### config.mk
export PLATFORM = sky130hd
export DESIGN_NAME = msx_bus_sync
export DESIGN_NICKNAME = d
export VERILOG_FILES = /design/src/rtl/msx_bus_pkg.sv /design/src/rtl/sync_ff.sv /design/src/rtl/msx_bus_sync.sv
export SDC_FILE = /design/constraint.sdc
export NUM_CORES = 1
export LEC_CHECK = 0
export ABC_AREA = 1
export CAP_MARGIN = 20
export CORE_MARGIN = 3
export CORE_UTILIZATION = 40
export CTS_BUF_LIST = sky130_fd_sc_hd__clkbuf_4 sky130_fd_sc_hd__clkbuf_8 sky130_fd_sc_hd__clkbuf_16
export DETAILED_ROUTE_END_ITERATION = 8
export HOLD_SLACK_MARGIN = 0.05
export MAX_ROUTING_LAYER = met4
export PLACE_DENSITY = 0.8
export SLEW_MARGIN = 30
export SYNTH_ARGS = -nofsm -noshare
export SYNTH_HDL_FRONTEND = slang
export SYNTH_SLANG_ARGS = --single-unit
export TNS_END_PERCENT = 30
### constraint.sdc
create_clock -name clk -period 1.3 [get_ports clk]
set_input_delay 0.13 -clock clk [delete_from_list [all_inputs] [get_ports clk]]
set_output_delay 0.13 -clock clk [all_outputs]
set_load 0.05 [all_outputs]
### src/rtl/msx_bus_pkg.sv
// msx_bus_pkg: shared FSM state encoding and default timing for the MSX bus synchronizer.
package msx_bus_pkg;
   typedef enum logic [2:0] {IDLE, SETTLE, STROBE, HOLD, RECOVER} state_e;
   localparam int DEF_SYNC_STAGES   = 2;
   localparam int DEF_SETTLE_CYCLES = 2;
endpackage

### src/rtl/sync_ff.sv
// sync_ff: multi-flop synchronizer with configurable width, depth and reset level.
module sync_ff #(
   parameter int           W       = 1,
   parameter int           DEPTH   = 2,
   parameter logic [W-1:0] RST_VAL = '0
) (
   input  logic         clk,
   input  logic         reset_n,
   input  logic [W-1:0] d,
   output logic [W-1:0] q
);
   logic [W-1:0] ff_q [DEPTH];

   always_ff @(posedge clk or negedge reset_n) begin
      if (!reset_n) begin
         for (int i = 0; i < DEPTH; i++) ff_q[i] <= RST_VAL;
      end else begin
         ff_q[0] <= d;
         for (int i = 1; i < DEPTH; i++) ff_q[i] <= ff_q[i-1];
      end
   end

   assign q = ff_q[DEPTH-1];
endmodule

### src/rtl/msx_bus_sync.sv
// msx_bus_sync: synchronizes raw MSX cartridge strobes, captures the access and
// issues a single enable per access, optionally driving read data back onto the bus.
module msx_bus_sync
   import msx_bus_pkg::*;
#(
   parameter int SYNC_STAGES   = DEF_SYNC_STAGES,
   parameter int SETTLE_CYCLES = DEF_SETTLE_CYCLES
) (
   input  logic        clk,
   input  logic        reset_n,
   input  logic [15:0] bus_addr,
   input  logic [7:0]  bus_din,
   input  logic        bus_rd_n,
   input  logic        bus_wr_n,
   input  logic        bus_sltsl_n,
   output logic [15:0] addr,
   output logic [7:0]  cdin,
   output logic        rd_n,
   output logic        wr_n,
   output logic        sltsl_n,
   output logic        enable,
   input  logic        busreq,
   input  logic [7:0]  cdout,
   output logic [7:0]  bus_dout,
   output logic        bus_oe
);
   state_e      state_q, state_d;
   logic [3:0]  cnt_q, cnt_d;
   logic [15:0] addr_q, addr_d;
   logic [7:0]  cdin_q, cdin_d, dout_q, dout_d;
   logic        rd_n_q, rd_n_d, wr_n_q, wr_n_d, sl_n_q, sl_n_d;
   logic        oe_q, oe_d, req_q, req_d;
   logic        raw_stb, stb_s, sltsl_s;

   assign raw_stb = ~bus_rd_n | ~bus_wr_n;

   sync_ff #(.W(1), .DEPTH(SYNC_STAGES), .RST_VAL(1'b0)) u_stb_sync (
      .clk(clk), .reset_n(reset_n), .d(raw_stb), .q(stb_s));
   sync_ff #(.W(1), .DEPTH(SYNC_STAGES), .RST_VAL(1'b1)) u_sltsl_sync (
      .clk(clk), .reset_n(reset_n), .d(bus_sltsl_n), .q(sltsl_s));

   always_comb begin
      state_d = state_q;
      cnt_d   = cnt_q;
      addr_d  = addr_q;
      cdin_d  = cdin_q;
      rd_n_d  = rd_n_q;
      wr_n_d  = wr_n_q;
      sl_n_d  = sl_n_q;
      dout_d  = dout_q;
      oe_d    = 1'b0;
      req_d   = (state_q == STROBE) & busreq;
      case (state_q)
         IDLE: if (stb_s) begin
            state_d = SETTLE;
            cnt_d   = 4'(SETTLE_CYCLES - 1);
         end
         // A strobe already gone from the raw bus at capture time is a glitch too
         SETTLE: if (!stb_s) state_d = IDLE;
         else if (cnt_q != 4'd0) cnt_d = cnt_q - 4'd1;
         else if (raw_stb) begin
            state_d = STROBE;
            addr_d  = bus_addr;
            cdin_d  = bus_din;
            wr_n_d  = bus_wr_n;
            rd_n_d  = bus_rd_n | ~bus_wr_n;
            sl_n_d  = sltsl_s;
         end
         else state_d = IDLE;
         STROBE: state_d = HOLD;
         HOLD: if (!stb_s) begin
            state_d = RECOVER;
            rd_n_d  = 1'b1;
            wr_n_d  = 1'b1;
            sl_n_d  = 1'b1;
         end else begin
            oe_d   = oe_q | (req_q & ~rd_n_q);
            dout_d = (req_q & ~rd_n_q) ? cdout : dout_q;
         end
         RECOVER: state_d = IDLE;
         default: state_d = IDLE;
      endcase
   end

   always_ff @(posedge clk or negedge reset_n) begin
      if (!reset_n) begin
         state_q <= IDLE;
         cnt_q   <= '0;
         addr_q  <= '0;
         cdin_q  <= '0;
         dout_q  <= '0;
         rd_n_q  <= 1'b1;
         wr_n_q  <= 1'b1;
         sl_n_q  <= 1'b1;
         oe_q    <= 1'b0;
         req_q   <= 1'b0;
      end else begin
         state_q <= state_d;
         cnt_q   <= cnt_d;
         addr_q  <= addr_d;
         cdin_q  <= cdin_d;
         dout_q  <= dout_d;
         rd_n_q  <= rd_n_d;
         wr_n_q  <= wr_n_d;
         sl_n_q  <= sl_n_d;
         oe_q    <= oe_d;
         req_q   <= req_d;
      end
   end

   assign addr     = addr_q;
   assign cdin     = cdin_q;
   assign rd_n     = rd_n_q;
   assign wr_n     = wr_n_q;
   assign sltsl_n  = sl_n_q;
   assign enable   = (state_q == STROBE);
   assign bus_dout = dout_q;
   assign bus_oe   = oe_q;
endmodule

==> results.yml <==
setup_path:
  slowest_delay_ps: 430
  crit_fanout: 3
  cp_num_buf_inv: 2
  crit_chain: "buf_6 -> nor3_4 -> buf_12"
  worstPathRequired_ps: 1170
  endpoint: "enable"
  cp.depth: 3
  crit_slowest_cell: "dfrtp_2"
  crit_arrival_ps: 1230
  path_class: "reg -> out"
  regToRegSetupSlack_ps: 0
  crit_path_start_kind: "flop"
  timing.rr.start: "state_q[2]"
  worstSetupStartpoint: "state_q[0]"
  crit_family: "flip-flops"
  reg2reg_depth: 7
  rr_endpoint: "bus_dout[3]"
  cp-end-kind: "output pin"
sta:
  max_slew_margin_pct: 83.00
  finalClockSkew_ps: 7.529
  max_freq_mhz: 737.0
  worstMarginPinSlew_ps: 254.0
  hold_viol: 0
  setup_viol: 2
  maxSlewViolCount: 0
  fin_crit_sh_pct: 104.4
  fin_crit_ps: 1357
  rsz0062_at_grt: "true"
  worst_slack_ps: -56.89
power:
  ir_drop_v: 0.001439
  leakagePower_nw: 1.761
  power.total_mw: 10.25
  p_per_area_nw_per_um2: 2811
route:
  post_drt_wl_per_cell_um: 14.20
  wl_mm: 5.452
  ant_nets: 0
  drt-initial-drc-count: 136
  routed-via-count: 1874
  drc: 0
  first_pass_iters: 4
  via_per_inst: 4.880
global_route:
  grt_max_degree: 49
  antenna_found_initial: 0
  grt_pass1_vias: 1869
  grt_pass1_wl_mm: 8.956
  track_usage_pct: 18.96
  grt_overflow: 0
run:
  drv_cap: 0
clock_network:
  clk_pin_slew_ps: 90
  clock_path_buffers: 2
  clock_sinks: 48
  cts_tree: "done"
  clk_latency_ps: 300
  cts_buffers: 5
  cts_htree_levels: 2
  cts-root-buf: "clkbuf_8"
worst_hold_path:
  hold_class: "in -> reg"
  hold_path_depth: 1
die:
  die-width_um: 78.64
  core_area_um2: 4911
  ioPinCount: 75
  start_util_pct: 42.98
  die_h_um: 78.64
  core.rowCount: 25
  die_area_um2: 6184
finish:
  antennaDiodeCount: 0
  final_nets: 355
  fin_area_um2: 3645
  syn2layout_area_growth_pct: 72.67
  final_layout_size_suffix_gt1_share_pct: 36.91
place:
  port_buffers: 74
  place_area_um2: 3376
  place.gp.congestion: 0.8703
  dp_hpwl_mm: 3.909
status:
  status: "complete, but fails checks"
  violations: "negative setup slack"
yosys:
  synth_area_per_cell_um2: 9.551
  netlist_area_um2: 2111
  ys_seq_area_share_pct: 57.20
  ys_seq_elements: 48
  synth_cells: 221
  synth_edf_count: 0
  synth_fp_nets: 260
  synth-main-ff-cell: "dfrtp_1"
  ys_types: 28
  yosys_warnings: 0
  async_flop_share_pct: 100.0
-- worst register-to-register path, stage by stage, from the launching register on --
cell	delay (ps)
dfrtp_1	420
inv_2	120
nand2_2	120
nor2_4	140
nand3_2	100
buf_12	170
nand2_1	70
o21ai_2	50
-- cell type report --
class / count / area, um^2
Multi-Input combinational cell: 146 / 839.6
Clock inverter: 2 / 10.01
Fill cell: 314 / 1266
Timing Repair Buffer: 95 / 1334
Clock buffer: 6 / 82.58
Inverter: 20 / 85.08
Tap cell: 67 / 83.83
Sequential cell: 48 / 1210
-- flip-flops by register name, summed over array words and instances, names as in the netlist --
| register | cells |
|---|---|
| cdin | 8 |
| req_q | 1 |
| u_sltsl_sync.q | 1 |
| state_q | 3 |
| rd_n | 1 |
| u_stb_sync.ff_q | 1 |
| cnt_q | 4 |
| sltsl_n | 1 |
| bus_oe | 1 |
| addr | 16 |
| wr_n | 1 |
| u_sltsl_sync.ff_q | 1 |
| u_stb_sync.q | 1 |
| bus_dout | 8 |
-- placed cells by master (no fill, tap or decap), drive strengths merged --
master	n
a211o	1
and3	1
buf	58
clkbuf	6
clkdlybuf4s50	36
clkinv	4
dfrtp	43
dfstp	5
dlygate4sd3	1
ha	1
inv	18
nand2	79
nand3	40
nand3b	1
nand4	1
nor2	7
nor3	1
o21ai	10
or2	2
xnor2	1
xor2	1
-- report_power, final --
group | switching [mW] | internal, mW | leakage (nW)
clock | 0.488 | 0.425 | 0.0510
sequential | 0.697 | 2.14 | 0.571
combinational | 3.45 | 3.05 | 1.14
-- cell families after synthesis --
family	synth area share (%)
XOR/XNOR	0.8300
flip-flops	57.20
adder cells (fa/ha/maj)	0.5927
AO/OA/AOI/OAI	4.209
buffers and inverters	7.113
AND/OR/NAND/NOR	30.05
-- cells in the mapped netlist (3+ instances only) --
master / count / area share (%)
dfrtp_1: 43 / 51
nand2_2: 13 / 3.9
nand2_1: 64 / 11
nand3_1: 38 / 9.0
o21ai_2: 8 / 3.3
dfstp_2: 5 / 6.2
buf_6: 3 / 1.6
inv_1: 17 / 3.0
nor2_1: 5 / 0.89
inv_2: 3 / 0.53
-- metrics by stage --
step | setup TNS, ps | utilization (%) | std cells | hold slack (ps) | setup WS (ps)
final | -61.59 | 74.22 | 384 | 249.1 | -56.89
after global routing | -2222 | 74.22 | 384 | 239.6 | -102.8
after CTS | -426.7 | 72.33 | 381 | 243.5 | -35.12
after detailed placement | -3335 | 68.74 | 369 | 133.3 | -152.0
after global placement | -1846 | 68.74 | 369 | 131.1 | -83.67
after floorplan | 0 | - | 221 | -165.6 | 1.609
-- layer usage --
layer  share of wire [%]  GRT usage (%)
met1                  41          22.38
met2                  51          32.34
met3                 5.8          3.326
met4                 3.0          7.168
met5                   0              -
-- how the worst min path moves through the flow --
stage / endpoint / slack, ps / startpoint
after floorplan: addr[0] / -170 / reset_n
after global placement: u_stb_sync.ff_q[1] / 130 / reset_n
after detailed placement: u_stb_sync.ff_q[1] / 130 / reset_n
after CTS: u_sltsl_sync.ff_q[1] / 240 / bus_sltsl_n
after global routing: u_sltsl_sync.ff_q[1] / 240 / bus_sltsl_n
final: u_sltsl_sync.ff_q[1] / 250 / bus_sltsl_n
-- timing repair --
item                       in CTS  in global routing
gates resized for setup        12                 22
hold endpoints to repair       43                  0
hold buffers                    1                  0
buffers inserted                2                  3
setup endpoints to repair      30                 42
pin swaps                       4                  7
cloned                          1                  0
Note: power is estimated with default switching activity, not from simulation.
